### src/rtl/baluga_isa_pkg.sv
// Shared ISA definitions for the baluga core: opcodes, instruction fields and
// decode-controller state encodings.
package baluga_isa_pkg;

    localparam int unsigned InstrWidth = 9;
    localparam int unsigned OpcodeMsb  = 8;
    localparam int unsigned OpcodeLsb  = 5;
    localparam int unsigned ImmMsb     = 4;
    localparam int unsigned ImmLsb     = 0;

    typedef logic [OpcodeMsb-OpcodeLsb:0] opcode_t;
    typedef logic [ImmMsb-ImmLsb:0]       imm5_t;

    localparam opcode_t OP_LD   = 4'hC;
    localparam opcode_t OP_JMP  = 4'hD;
    localparam opcode_t OP_BRZ  = 4'hE;
    localparam opcode_t OP_HALT = 4'hF;

    localparam logic [2:0] StInit  = 3'd0;
    localparam logic [2:0] StRun   = 3'd1;
    localparam logic [2:0] StStall = 3'd2;
    localparam logic [2:0] StFlush = 3'd3;
    localparam logic [2:0] StHalt  = 3'd4;

    function automatic opcode_t instr_opcode(input logic [InstrWidth-1:0] instr);
        return instr[OpcodeMsb:OpcodeLsb];
    endfunction

    function automatic imm5_t instr_imm(input logic [InstrWidth-1:0] instr);
        return instr[ImmMsb:ImmLsb];
    endfunction

endpackage

### src/rtl/stall_timer.sv
// 3-bit loadable down-counter that times the load-use stall window.
module stall_timer (
    input  logic       clock,
    input  logic       reset,
    input  logic       load_i,
    input  logic [2:0] load_val_i,
    input  logic       count_i,
    output logic       zero_o
);

    logic [2:0] cnt_q, cnt_d;

    always_comb begin
        cnt_d = cnt_q;
        if (load_i) begin
            cnt_d = load_val_i;
        end else if (count_i && (cnt_q != 3'd0)) begin
            cnt_d = cnt_q - 3'd1;
        end
    end

    always_ff @(posedge clock) begin
        if (reset) begin
            cnt_q <= 3'd0;
        end else begin
            cnt_q <= cnt_d;
        end
    end

    assign zero_o = (cnt_q == 3'd0);

endmodule

### src/rtl/instr_decode_ctrl.sv
// Decode controller: turns the fetched instruction into registered branch, jump,
// stall and halt controls for the fetch unit, and counts retired instructions.
module instr_decode_ctrl
    import baluga_isa_pkg::*;
#(
    parameter int unsigned LOAD_STALL = 1,
    parameter int unsigned JMP_SHIFT  = 3
) (
    input  logic                  clock,
    input  logic                  reset,
    input  logic [7:0]            instruction_number,
    input  logic [InstrWidth-1:0] instr_word,
    input  logic                  zero_flag,
    input  logic [7:0]            branch_reg,
    output logic                  branch_ctrl,
    output logic                  jump_ctrl,
    output logic                  done_ctrl,
    output logic                  stall,
    output logic                  init_ctrl,
    output logic [7:0]            jump_val,
    output logic [7:0]            branch_val,
    output logic [15:0]           retired_count
);

    // The decode cycle supplies the first stall cycle, so the timer covers the rest.
    localparam logic [2:0] StallLoad = (LOAD_STALL > 1) ? 3'(LOAD_STALL - 2) : 3'd0;

    logic [2:0]  state_q, state_d;
    logic        init_q, init_d;
    logic        branch_q, branch_d;
    logic        jump_q, jump_d;
    logic        done_q, done_d;
    logic        stall_q, stall_d;
    logic [7:0]  jump_val_q, jump_val_d;
    logic [7:0]  branch_val_q, branch_val_d;
    logic [15:0] retired_q, retired_d;

    logic        retire;
    logic        tmr_load, tmr_count, tmr_zero;
    opcode_t     opcode;
    imm5_t       imm;
    logic [7:0]  jump_target;

    // The PC is part of the fetch interface but decode does not depend on it.
    logic unused_pc;
    assign unused_pc = ^instruction_number;

    assign opcode      = instr_opcode(instr_word);
    assign imm         = instr_imm(instr_word);
    assign jump_target = 8'(imm) << JMP_SHIFT;

    stall_timer u_stall_timer (
        .clock      (clock),
        .reset      (reset),
        .load_i     (tmr_load),
        .load_val_i (StallLoad),
        .count_i    (tmr_count),
        .zero_o     (tmr_zero)
    );

    always_comb begin
        state_d      = state_q;
        init_d       = 1'b0;
        branch_d     = 1'b0;
        jump_d       = 1'b0;
        done_d       = 1'b0;
        stall_d      = 1'b0;
        jump_val_d   = jump_val_q;
        branch_val_d = branch_val_q;
        retire       = 1'b0;
        tmr_load     = 1'b0;
        tmr_count    = 1'b0;

        case (state_q)
            StInit: begin
                init_d  = 1'b1;
                state_d = StRun;
            end
            StRun: begin
                case (opcode)
                    OP_BRZ: begin
                        retire = 1'b1;
                        if (zero_flag) begin
                            branch_d     = 1'b1;
                            branch_val_d = branch_reg;
                            state_d      = StFlush;
                        end
                    end
                    OP_JMP: begin
                        retire     = 1'b1;
                        jump_d     = 1'b1;
                        jump_val_d = jump_target;
                        state_d    = StFlush;
                    end
                    OP_LD: begin
                        stall_d = 1'b1;
                        if (LOAD_STALL < 2) begin
                            retire = 1'b1;
                        end else begin
                            tmr_load = 1'b1;
                            state_d  = StStall;
                        end
                    end
                    OP_HALT: begin
                        retire  = 1'b1;
                        done_d  = 1'b1;
                        state_d = StHalt;
                    end
                    default: begin
                        retire = 1'b1;
                    end
                endcase
            end
            StStall: begin
                stall_d   = 1'b1;
                tmr_count = 1'b1;
                if (tmr_zero) begin
                    retire  = 1'b1;
                    state_d = StRun;
                end
            end
            StFlush: begin
                state_d = StRun;
            end
            StHalt: begin
                done_d = 1'b1;
            end
            default: begin
                state_d = StInit;
            end
        endcase

        retired_d = retired_q + {15'd0, retire};
    end

    always_ff @(posedge clock) begin
        if (reset) begin
            state_q      <= StInit;
            init_q       <= 1'b0;
            branch_q     <= 1'b0;
            jump_q       <= 1'b0;
            done_q       <= 1'b0;
            stall_q      <= 1'b0;
            jump_val_q   <= 8'h00;
            branch_val_q <= 8'h00;
            retired_q    <= 16'h0000;
        end else begin
            state_q      <= state_d;
            init_q       <= init_d;
            branch_q     <= branch_d;
            jump_q       <= jump_d;
            done_q       <= done_d;
            stall_q      <= stall_d;
            jump_val_q   <= jump_val_d;
            branch_val_q <= branch_val_d;
            retired_q    <= retired_d;
        end
    end

    assign init_ctrl     = init_q;
    assign branch_ctrl   = branch_q;
    assign jump_ctrl     = jump_q;
    assign done_ctrl     = done_q;
    assign stall         = stall_q;
    assign jump_val      = jump_val_q;
    assign branch_val    = branch_val_q;
    assign retired_count = retired_q;

endmodule

### config.mk
export PLATFORM = sky130hd
export DESIGN_NAME = instr_decode_ctrl
export DESIGN_NICKNAME = d
export VERILOG_FILES = /design/src/rtl/baluga_isa_pkg.sv /design/src/rtl/stall_timer.sv /design/src/rtl/instr_decode_ctrl.sv
export SDC_FILE = /design/constraint.sdc
export NUM_CORES = 1
export LEC_CHECK = 0
export CAP_MARGIN = 10
export CORE_MARGIN = 5
export CORE_UTILIZATION = 48
export CTS_CLUSTER_SIZE = 10
export DETAILED_ROUTE_END_ITERATION = 7
export PLACE_DENSITY = 0.84
export SLEW_MARGIN = 20
export SYNTH_ARGS = -nofsm -noshare
export SYNTH_HDL_FRONTEND = slang
export SYNTH_SLANG_ARGS = --single-unit
### constraint.sdc
create_clock -name clock -period 5.6 [get_ports clock]
set_clock_uncertainty 0.05 [all_clocks]
set_input_delay 1.12 -clock clock [delete_from_list [all_inputs] [get_ports clock]]
set_output_delay 1.12 -clock clock [all_outputs]
set_load 0.02 [all_outputs]
; Yosys cells after proc, flatten, opt, wreduce, memory -nomap -nowiden
; Index checks and enable logic that the tools add are counted.
[word_totals]
ff_bits = 40
in_bits = 28
out_inout_bits = 37
word_cells = 50
[classes]
addsub = 2
n_eq_ne = 11
n_mux = 14
bitwise = 3
n_reduce_logical = 10
[ops]
columns = operator, n
row1 = $add 16x1->16, 1
row2 = $eq 4x4->1 const B, 4
row3 = $pmux 3 s4, 1
row4 = $pmux 3 s3, 1
row5 = $mux 1, 7
row6 = $eq 3x2->1 const B, 2
row7 = $logic_not 3->1, 2
row8 = $mux 3, 2
row9 = $pmux 1 s2, 3
row10 = $ne 4x1->1 const B, 1
row11 = $reduce_and 4->1, 1
row12 = $reduce_or 2->1, 2
row13 = $eq 3x1->1 const B, 1
row14 = $eq 3x3->1 const B, 1
row15 = $ne 3x3->1 const B, 1
row16 = $not 1->1, 3
row17 = $reduce_and 3->1, 1
row18 = $reduce_bool 3->1, 1
row19 = $reduce_or 3->1, 1
row20 = $sub 3x1->3 const B, 1
row21 = $ne 2x2->1 const B, 1
row22 = $reduce_and 2->1, 1
row23 = $logic_and 1x1->1, 1

; Longest topological paths before layout
; Gate-level depths: netlist (run 1).
[depth]
depth_word = 4
depth_mapped = 10
ltp_nobuf = 10

; Hierarchy
; From an unflattened synthesis (run 1), not the netlist that was laid out.
[unflattened]
hier_cells = 201
hier_area_um2 = 1886.8
[by_module_without_submodules]
columns = module, instances, cells_per_inst, area_per_inst_um2, seq_area_each_um2
row1 = instr_decode_ctrl, 1, 180, 1704.1, 740.7
row2 = stall_timer, 1, 21, 182.7, 60.1

; Worst setup path before layout (run 1)
; OpenSTA, ideal clock, no wires.
[synth_timing]
kind = reg-to-reg
start = register u_stall_timer.cnt_q[0]
end = register retired_q[14] (netlist: retired_count[14])
setup_ps = 121
t_arrival_ps = 2124
t_required_ps = 5429
slack_ps = 3306
path_stages_with_launch = 11
n_path_buf = 0
period_less_slack_ps = 2294
path_cell_list = dfxtp_1 -> inv_1 -> ha_1 -> nand2b_1 -> o21a_1 -> nor2_1 -> ha_1 -> ha_1 -> nand3_2 -> nor4_1 -> mux2_2
[synth_between]
elab_chain_len = 4
[synth_lines]
columns = item, line
row1 = "start, declared", stall_timer.sv:11  ; logic [2:0] cnt_q, cnt_d;
row2 = "start signal, assigned", stall_timer.sv:26  ; cnt_q <= cnt_d;
row3 = $logic_not 3->1, stall_timer.sv:30  ; assign zero_o = (cnt_q == 3'd0);
row4 = $mux 1, instr_decode_ctrl.sv:117  ; if (tmr_zero) begin
row5 = $pmux 1 s2, instr_decode_ctrl.sv:74  ; case (state_q)
row6 = $add 16x1->16, instr_decode_ctrl.sv:133  ; retired_d = retired_q + {15'd0, retire};
row7 = "end signal, assigned", instr_decode_ctrl.sv:156  ; retired_q <= retired_d;
row8 = "end, declared", instr_decode_ctrl.sv:36  ; logic [15:0] retired_q, retired_d;
; No other way between the ends.
; A chain may end at the register's enable or synchronous reset.

; Worst setup path after layout (run 1)
; Same ends and word-level chain as after synthesis.

==> results of run 1 <==
==> cell usage after synthesis (2+ instances only) <==
library cell | number | area share
dfxtp_1 | 40 | 0.44
nand2b_1 | 31 | 0.11
a21oi_1 | 14 | 0.038
mux2i_1 | 13 | 0.071
nor2_1 | 11 | 0.023
clkbuf_1 | 7 | 0.014
inv_1 | 6 | 0.012
nand2_1 | 6 | 0.012
nand3_1 | 6 | 0.016
nor2b_1 | 6 | 0.020
nor4_1 | 5 | 0.017
or3_1 | 5 | 0.017
ha_1 | 4 | 0.027
mux2_2 | 4 | 0.025
o31ai_1 | 4 | 0.016
or4_1 | 4 | 0.016
buf_4 | 3 | 0.012
o21ai_0 | 3 | 0.0082
nand4_1 | 2 | 0.0068
nor3_1 | 2 | 0.0055
xnor2_1 | 2 | 0.0096
==> critical path: stages (launching register included) <==
cell      delay, ns
dfxtp_1        0.30
inv_1          0.10
ha_1           0.19
nand2b_1       0.16
o21a_1         0.21
nor2_1         0.08
ha_1           0.23
ha_1           0.23
nand3_2        0.20
nor4_1         0.38
mux2_2         0.37
==> state kept, by name (all words and copies together), names as in the netlist <==
signal               count
u_stall_timer.cnt_q      3
state_q                  3
done_ctrl                1
branch_val               8
jump_ctrl                1
retired_count           16
branch_ctrl              1
jump_val                 5
init_ctrl                1
stall                    1
==> layer usage <==
layer | vias up | part of all wire | global-route usage
li1 | 774 | - | -
met1 | 678 | 0.41 | 0.156
met2 | 46 | 0.48 | 0.227
met3 | 6 | 0.097 | 0.0645
met4 | 0 | 0.015 | 0.0501
met5 | - | 0 | 0
==> stage by stage <==
stage	total power, uW	util	setup slack (ns)	cells
final	535	0.672	3.00	296
after global routing	560	0.672	2.79	296
after CTS	543	0.672	2.98	296
after detailed placement	349	0.648	2.90	288
after global placement	348	0.648	2.91	288
after floorplan	325	-	3.31	196
==> final cells by class <==
class	instances	area share
timing repair buffer	54	0.217
inverter	6	0.00909
multi-input combinational	140	0.390
clock buffer	8	0.0363
tap	48	0.0242
sequential	40	0.323
==> kinds of logic after synthesis <==
logic type | after synthesis | share of synthesized area
other | 1 | 0.00205
adders and majority gates | 4 | 0.0273
buffers and inverters | 16 | 0.0389
and+or+nand+nor | 87 | 0.299
muxes | 17 | 0.0956
xor gates and xnor gates | 3 | 0.0143
DFF | 40 | 0.437
AOI/OAI and AO/OA | 26 | 0.0861
==> how the worst max path moves through the flow <==
stage                                        start                           end  slack, ns  cells past startpoint
2_1_floorplan  u_stall_timer.cnt_q[0]$_SDFFE_PP0P_  retired_count[14]$_SDFF_PP0_       3.31                     10
6_report       u_stall_timer.cnt_q[0]$_SDFFE_PP0P_  retired_count[14]$_SDFF_PP0_       3.00                     10
5_1_grt        u_stall_timer.cnt_q[0]$_SDFFE_PP0P_  retired_count[12]$_SDFF_PP0_       2.79                     10
4_1_cts        u_stall_timer.cnt_q[0]$_SDFFE_PP0P_  retired_count[14]$_SDFF_PP0_       2.98                     10
3_5_place_dp                         instr_word[7]      jump_val[5]$_SDFFE_PP0P_       2.90                      4
3_3_place_gp                         instr_word[7]      jump_val[4]$_SDFFE_PP0P_       2.91                      4
==> report_power, final <==
| part | internal [uW] | switching, uW | total (uW) |
|---|---|---|---|
| Clock | 100 | 92.0 | 192 |
| Sequential | 288 | 3.67 | 292 |
| Combinational | 27.9 | 22.3 | 50.2 |
==> metrics.txt, run 1 <==
Post-synth ARST share 0; CP required ~5.7 ns; postcts setup bufs 0; ant diodes 0; Area Growth Syn to Fin 35.3%; clk sinks 40; RSZ-0062 raised after global routing no; WHS Endpoint jump_val[7]$_SDFFE_PP0P_; CP startpoint kind register; HP Class reg -> reg; flop and latch count out of synthesis 40; number of distinct library cells after synthesis 37; Max VDD drop ~0.00017 V; final worst-path cycle share 0.464; EDFF count, synth 0; mapped cell area around 1800 um2; Tightest Pin Transition between 0.5 and 0.6 ns; post-route minimum period ~2.6 ns; Horiz. Die Dim just over 70 um; CP max FO 9; I/O Buffers between 50 and 60; reg2reg end retired_count[14]$_SDFF_PP0_; clock transition at the registers of the reported paths roughly 0.070 ns; Detail Placement HPWL 2560 um; gr ovfl total 0; Slew Limit Fails 0; Worst EP arrival between 2 and 3 ns; Synth Flop Type dfxtp_1; initial antenna violation count 0; nature of the critical path endpoint register; antenna-violating nets left 0; number of remaining DRC errors 0; status completed; Setup Viol. Count Final 0; Clk Tree Root Cell clkbuf_8; Max-Cap Viols 0; DRT Pass-1 Iters 4; layout cells sized above 1 0.0766; Yosys Warn Count 0; routability cong. about 0.7; I/O pin count 65; post-route cell area 2480 um2; via count 1504; Mapped Cells ~190; syn avg cell area 9.44 um2; commonest cells after routing, fill and taps aside 53 x clkdlybuf4s50_1, 40 x dfxtp_1, 31 x nand2b_1; first-pass GRT wire length roughly 5700 um; CTS resizes 0; initial core utilization 0.497; worst hold slack 0.421 ns; r2r setup slk about 3.0 ns; TritonCTS buffer count 5; GRT Total Usage 0.138; Hold Violations, Final 0; Reg2Reg Launch Point u_stall_timer.cnt_q[0]$_SDFFE_PP0P_; Clk Latency, worst-skew pair 0.28 ns; Fillers 310; Storage cell area ~800 um2; worst hold start jump_val[7]$_SDFFE_PP0P_; highest clock rate a little under 0.4 GHz; full die area 5150 um2; final setup TNS 0 ns; area occupied by multi-input gates 967 um2; core area between 3000 and 4000 um2; Core Rows 22; DIE HEIGHT 71.8 um; DRT Wirelength 3570 um; placed cell areas 2390 um2; commonest non-fill, non-tap cell in the layout clkdlybuf4s50_1; Leakage 0.000850 uW; CTS tree built; Power Dens Cells 216 nW/um2; vias in the first global route ~1300; Final Net Count between 200 and 300; relative slew slack 0.645; reg2reg path depth 10; register area share after synthesis 0.437; largest net degree at the start of global routing between 50 and 60; H-tree levels 2; wire per inst between 10 and 15 um; hold_buf cts 0; type of the worst setup path reg -> reg; clock tree buffer depth 2; Worst Hold Path Cells 2; Via density about 5; drt initial violations 66
(Power assumes the default switching activity.)
==> inputs of run 2 (changes only) <==
--- a/config.mk
+++ b/config.mk
@@ -7,10 +7,10 @@
 export LEC_CHECK = 0
 export CAP_MARGIN = 10
 export CORE_MARGIN = 5
-export CORE_UTILIZATION = 48
+export CORE_UTILIZATION = 40
 export CTS_CLUSTER_SIZE = 10
 export DETAILED_ROUTE_END_ITERATION = 7
-export PLACE_DENSITY = 0.84
+export PLACE_DENSITY = 0.74
 export SLEW_MARGIN = 20
 export SYNTH_ARGS = -nofsm -noshare
 export SYNTH_HDL_FRONTEND = slang
==> constraint.sdc (replaced) <==
create_clock -name clock -period 2.2 [get_ports clock]
set_clock_uncertainty 0.05 [all_clocks]
set_input_delay 0.44 -clock clock [delete_from_list [all_inputs] [get_ports clock]]
set_output_delay 0.44 -clock clock [all_outputs]
set_load 0.02 [all_outputs]
==> run 2 against run 1 <==
Clock power grew to 2.8 times the previous value. Highest routed layer unchanged. Maximum frequency grew 18%. Utilization shrank 4.4 points. Sequential power grew to 2.5 times the previous value. Register-to-register slack lost 3.0 ns. Wire length grew 13%. Setup slack lost 3.0 ns.
==> metrics.txt, run 2 (synthesized netlist as in run 1, its figures left out) <==
status completed; reg2reg end retired_count[12]$_SDFF_PP0_; layout cells sized above 1 0.196; commonest cells after routing, fill and taps aside 53 x clkdlybuf4s50_1, 39 x dfxtp_1, 30 x nand2b_1; gr ovfl total 0; Seq pwr share 0.525; final setup TNS 0 ns; DRT Wirelength between 4000 and 5000 um; CP required about 2.3 ns; CTS tree built; largest net degree at the start of global routing 33; Crit path top cell by count ha_4; relative slew slack 0.538; Reg2Reg Launch Point u_stall_timer.cnt_q[1]$_SDFFE_PP0P_; Largest register FFs 16; placed cell areas between 2000 and 3000 um2; Final Net Count 297; DIE HEIGHT ~80 um; Detail Placement HPWL 2850 um; Psw ~320 uW; Power Dens Cells just over 500 nW/um2; hold_buf cts 0; worst hold slack 0.426 ns; type of the worst setup path reg -> reg; clock power share 0.375; ant diodes 0; nature of the critical path endpoint register; clk sinks 40; P_int approximately 1100 uW; clock tree buffer depth 2; total power 1410 uW; CP max FO 5; Max-Cap Viols 0; Core Rows 24; slowest CP cell dfxtp_2; sw frac 0.228; vias in the first global route between 1500 and 2000; core area 4380 um2; Horiz. Die Dim approximately 78 um; TritonCTS buffer count 5; reg2reg path depth 10; Tightest Pin Transition roughly 0.7 ns; clock transition at the registers of the reported paths around 0.070 ns; first-pass GRT wire length between 6000 and 7000 um; DRT Pass-1 Iters 4; initial antenna violation count 0; CP startpoint kind register; crit-path cells inv_2, ha_4, nand2b_4, o21a_1, nor2_1, ha_2, ha_4, nand3_4, nor4_4, mux2_4; Logic pwr share 0.100; Setup Viol. Count Final 0; full die area 6030 um2; I/O pin count 65; number of remaining DRC errors 0; post-route minimum period 2.20 ns; Slew Limit Fails 0; Hold Violations, Final 0; Area Growth Syn to Fin 50.2%; H-tree levels 2; I/O Buffers 53; worst setup path start u_stall_timer.cnt_q[1]$_SDFFE_PP0P_; slowest stage delay, CP 0.33 ns; drt initial violations 83; post-route cell area around 2800 um2; via count 1600; crit path to retired_count[12]$_SDFF_PP0_; Worst EP arrival roughly 2.3 ns; highest clock rate approximately 0.45 GHz; initial core utilization 0.418; fin util 0.628; GRT Total Usage 0.139; commonest non-fill, non-tap cell in the layout clkdlybuf4s50_1; Leakage approximately 0.0010 uW; Via density between 5 and 6; wire per inst 12.8 um; routability cong. around 0.73; Clk Tree Root Cell clkbuf_8; r2r setup slk 0.001 ns; HP Class reg -> reg; RSZ-0062 raised after global routing yes; final worst-path cycle share 0.999; antenna-violating nets left 0; Clk Latency, worst-skew pair about 0.30 ns; Fillers between 300 and 400; Max VDD drop 0.000385 V
## run 2: changes by cell type in the layout (fill, tap and decap cells not counted), sizes merged
cell    change
buf        +17
clkbuf      -1
nand3       +1
## run 2: what timing repair did
action / 4_1_cts / 5_1_grt
buffers inserted: 0 / 4
gates cloned: 1 / 0
pin swaps: 2 / 11
resized for setup: 4 / 12
setup endpoints to repair: 3 / 9
## run 2: layout make-up
class / count / area [um2] / share of cell area
multi-input cells: 141 / 1100 / 0.398
flip-flops and latches: 40 / 802 / 0.291
repair buffers: 71 / 669 / 0.243
clock buffers: 7 / 96.3 / 0.0350
well taps: 52 / 65.1 / 0.0236
inverters: 6 / 22.5 / 0.00819
## run 2: how the worst min path moves through the flow
| stage | from | endpoint | slack (ns) | cells past startpoint |
|---|---|---|---|---|
| finish | branch_val[0]$_SDFFE_PP0P_ | branch_val[0]$_SDFFE_PP0P_ | 0.43 | 2 |
| global route | branch_val[5]$_SDFFE_PP0P_ | branch_val[5]$_SDFFE_PP0P_ | 0.46 | 2 |
| CTS | jump_val[6]$_SDFFE_PP0P_ | jump_val[6]$_SDFFE_PP0P_ | 0.43 | 2 |
| detailed placement | branch_val[2]$_SDFFE_PP0P_ | branch_val[2]$_SDFFE_PP0P_ | 0.41 | 2 |
| global placement | branch_val[1]$_SDFFE_PP0P_ | branch_val[1]$_SDFFE_PP0P_ | 0.41 | 2 |
| floorplan | state_q[1]$_SDFFE_PP0P_ | init_ctrl$_SDFF_PP0_ | 0.42 | 1 |
## run 2: worst max-delay path, delay by kind of cell (launching register included)
kind	cells	cell delay [ns]
compound gates	1	0.18
mux	1	0.33
fa+ha+maj	3	0.55
simple gates	4	0.58
buf+inv	1	0.07
flops	1	0.33
## run 2: power groups by stage
stage               combinational (uW)  clock (uW)  sequential [uW]
floorplan                         60.5           0              771
global placement                   140           0              759
detailed placement                 142           0              759
CTS                                143         542              742
global route                       154         572              744
finish                             142         530              743
## run 2: per-layer routing
layer  vias up  GRT usage  part of all wire
li1        809          -                 -
met1       743      0.138              0.41
met2        39      0.246              0.48
met3         9     0.0694             0.090
met4         0     0.0515             0.020
met5         -          0                 0
## run 2: through the flow
step           instances  worst slack (ns)
5_1_grt              317            -0.142
3_5_place_dp         305           -0.0213
6_report             317           0.00121
3_3_place_gp         305           0.00458
4_1_cts              313           -0.0161
2_1_floorplan        196            0.0172
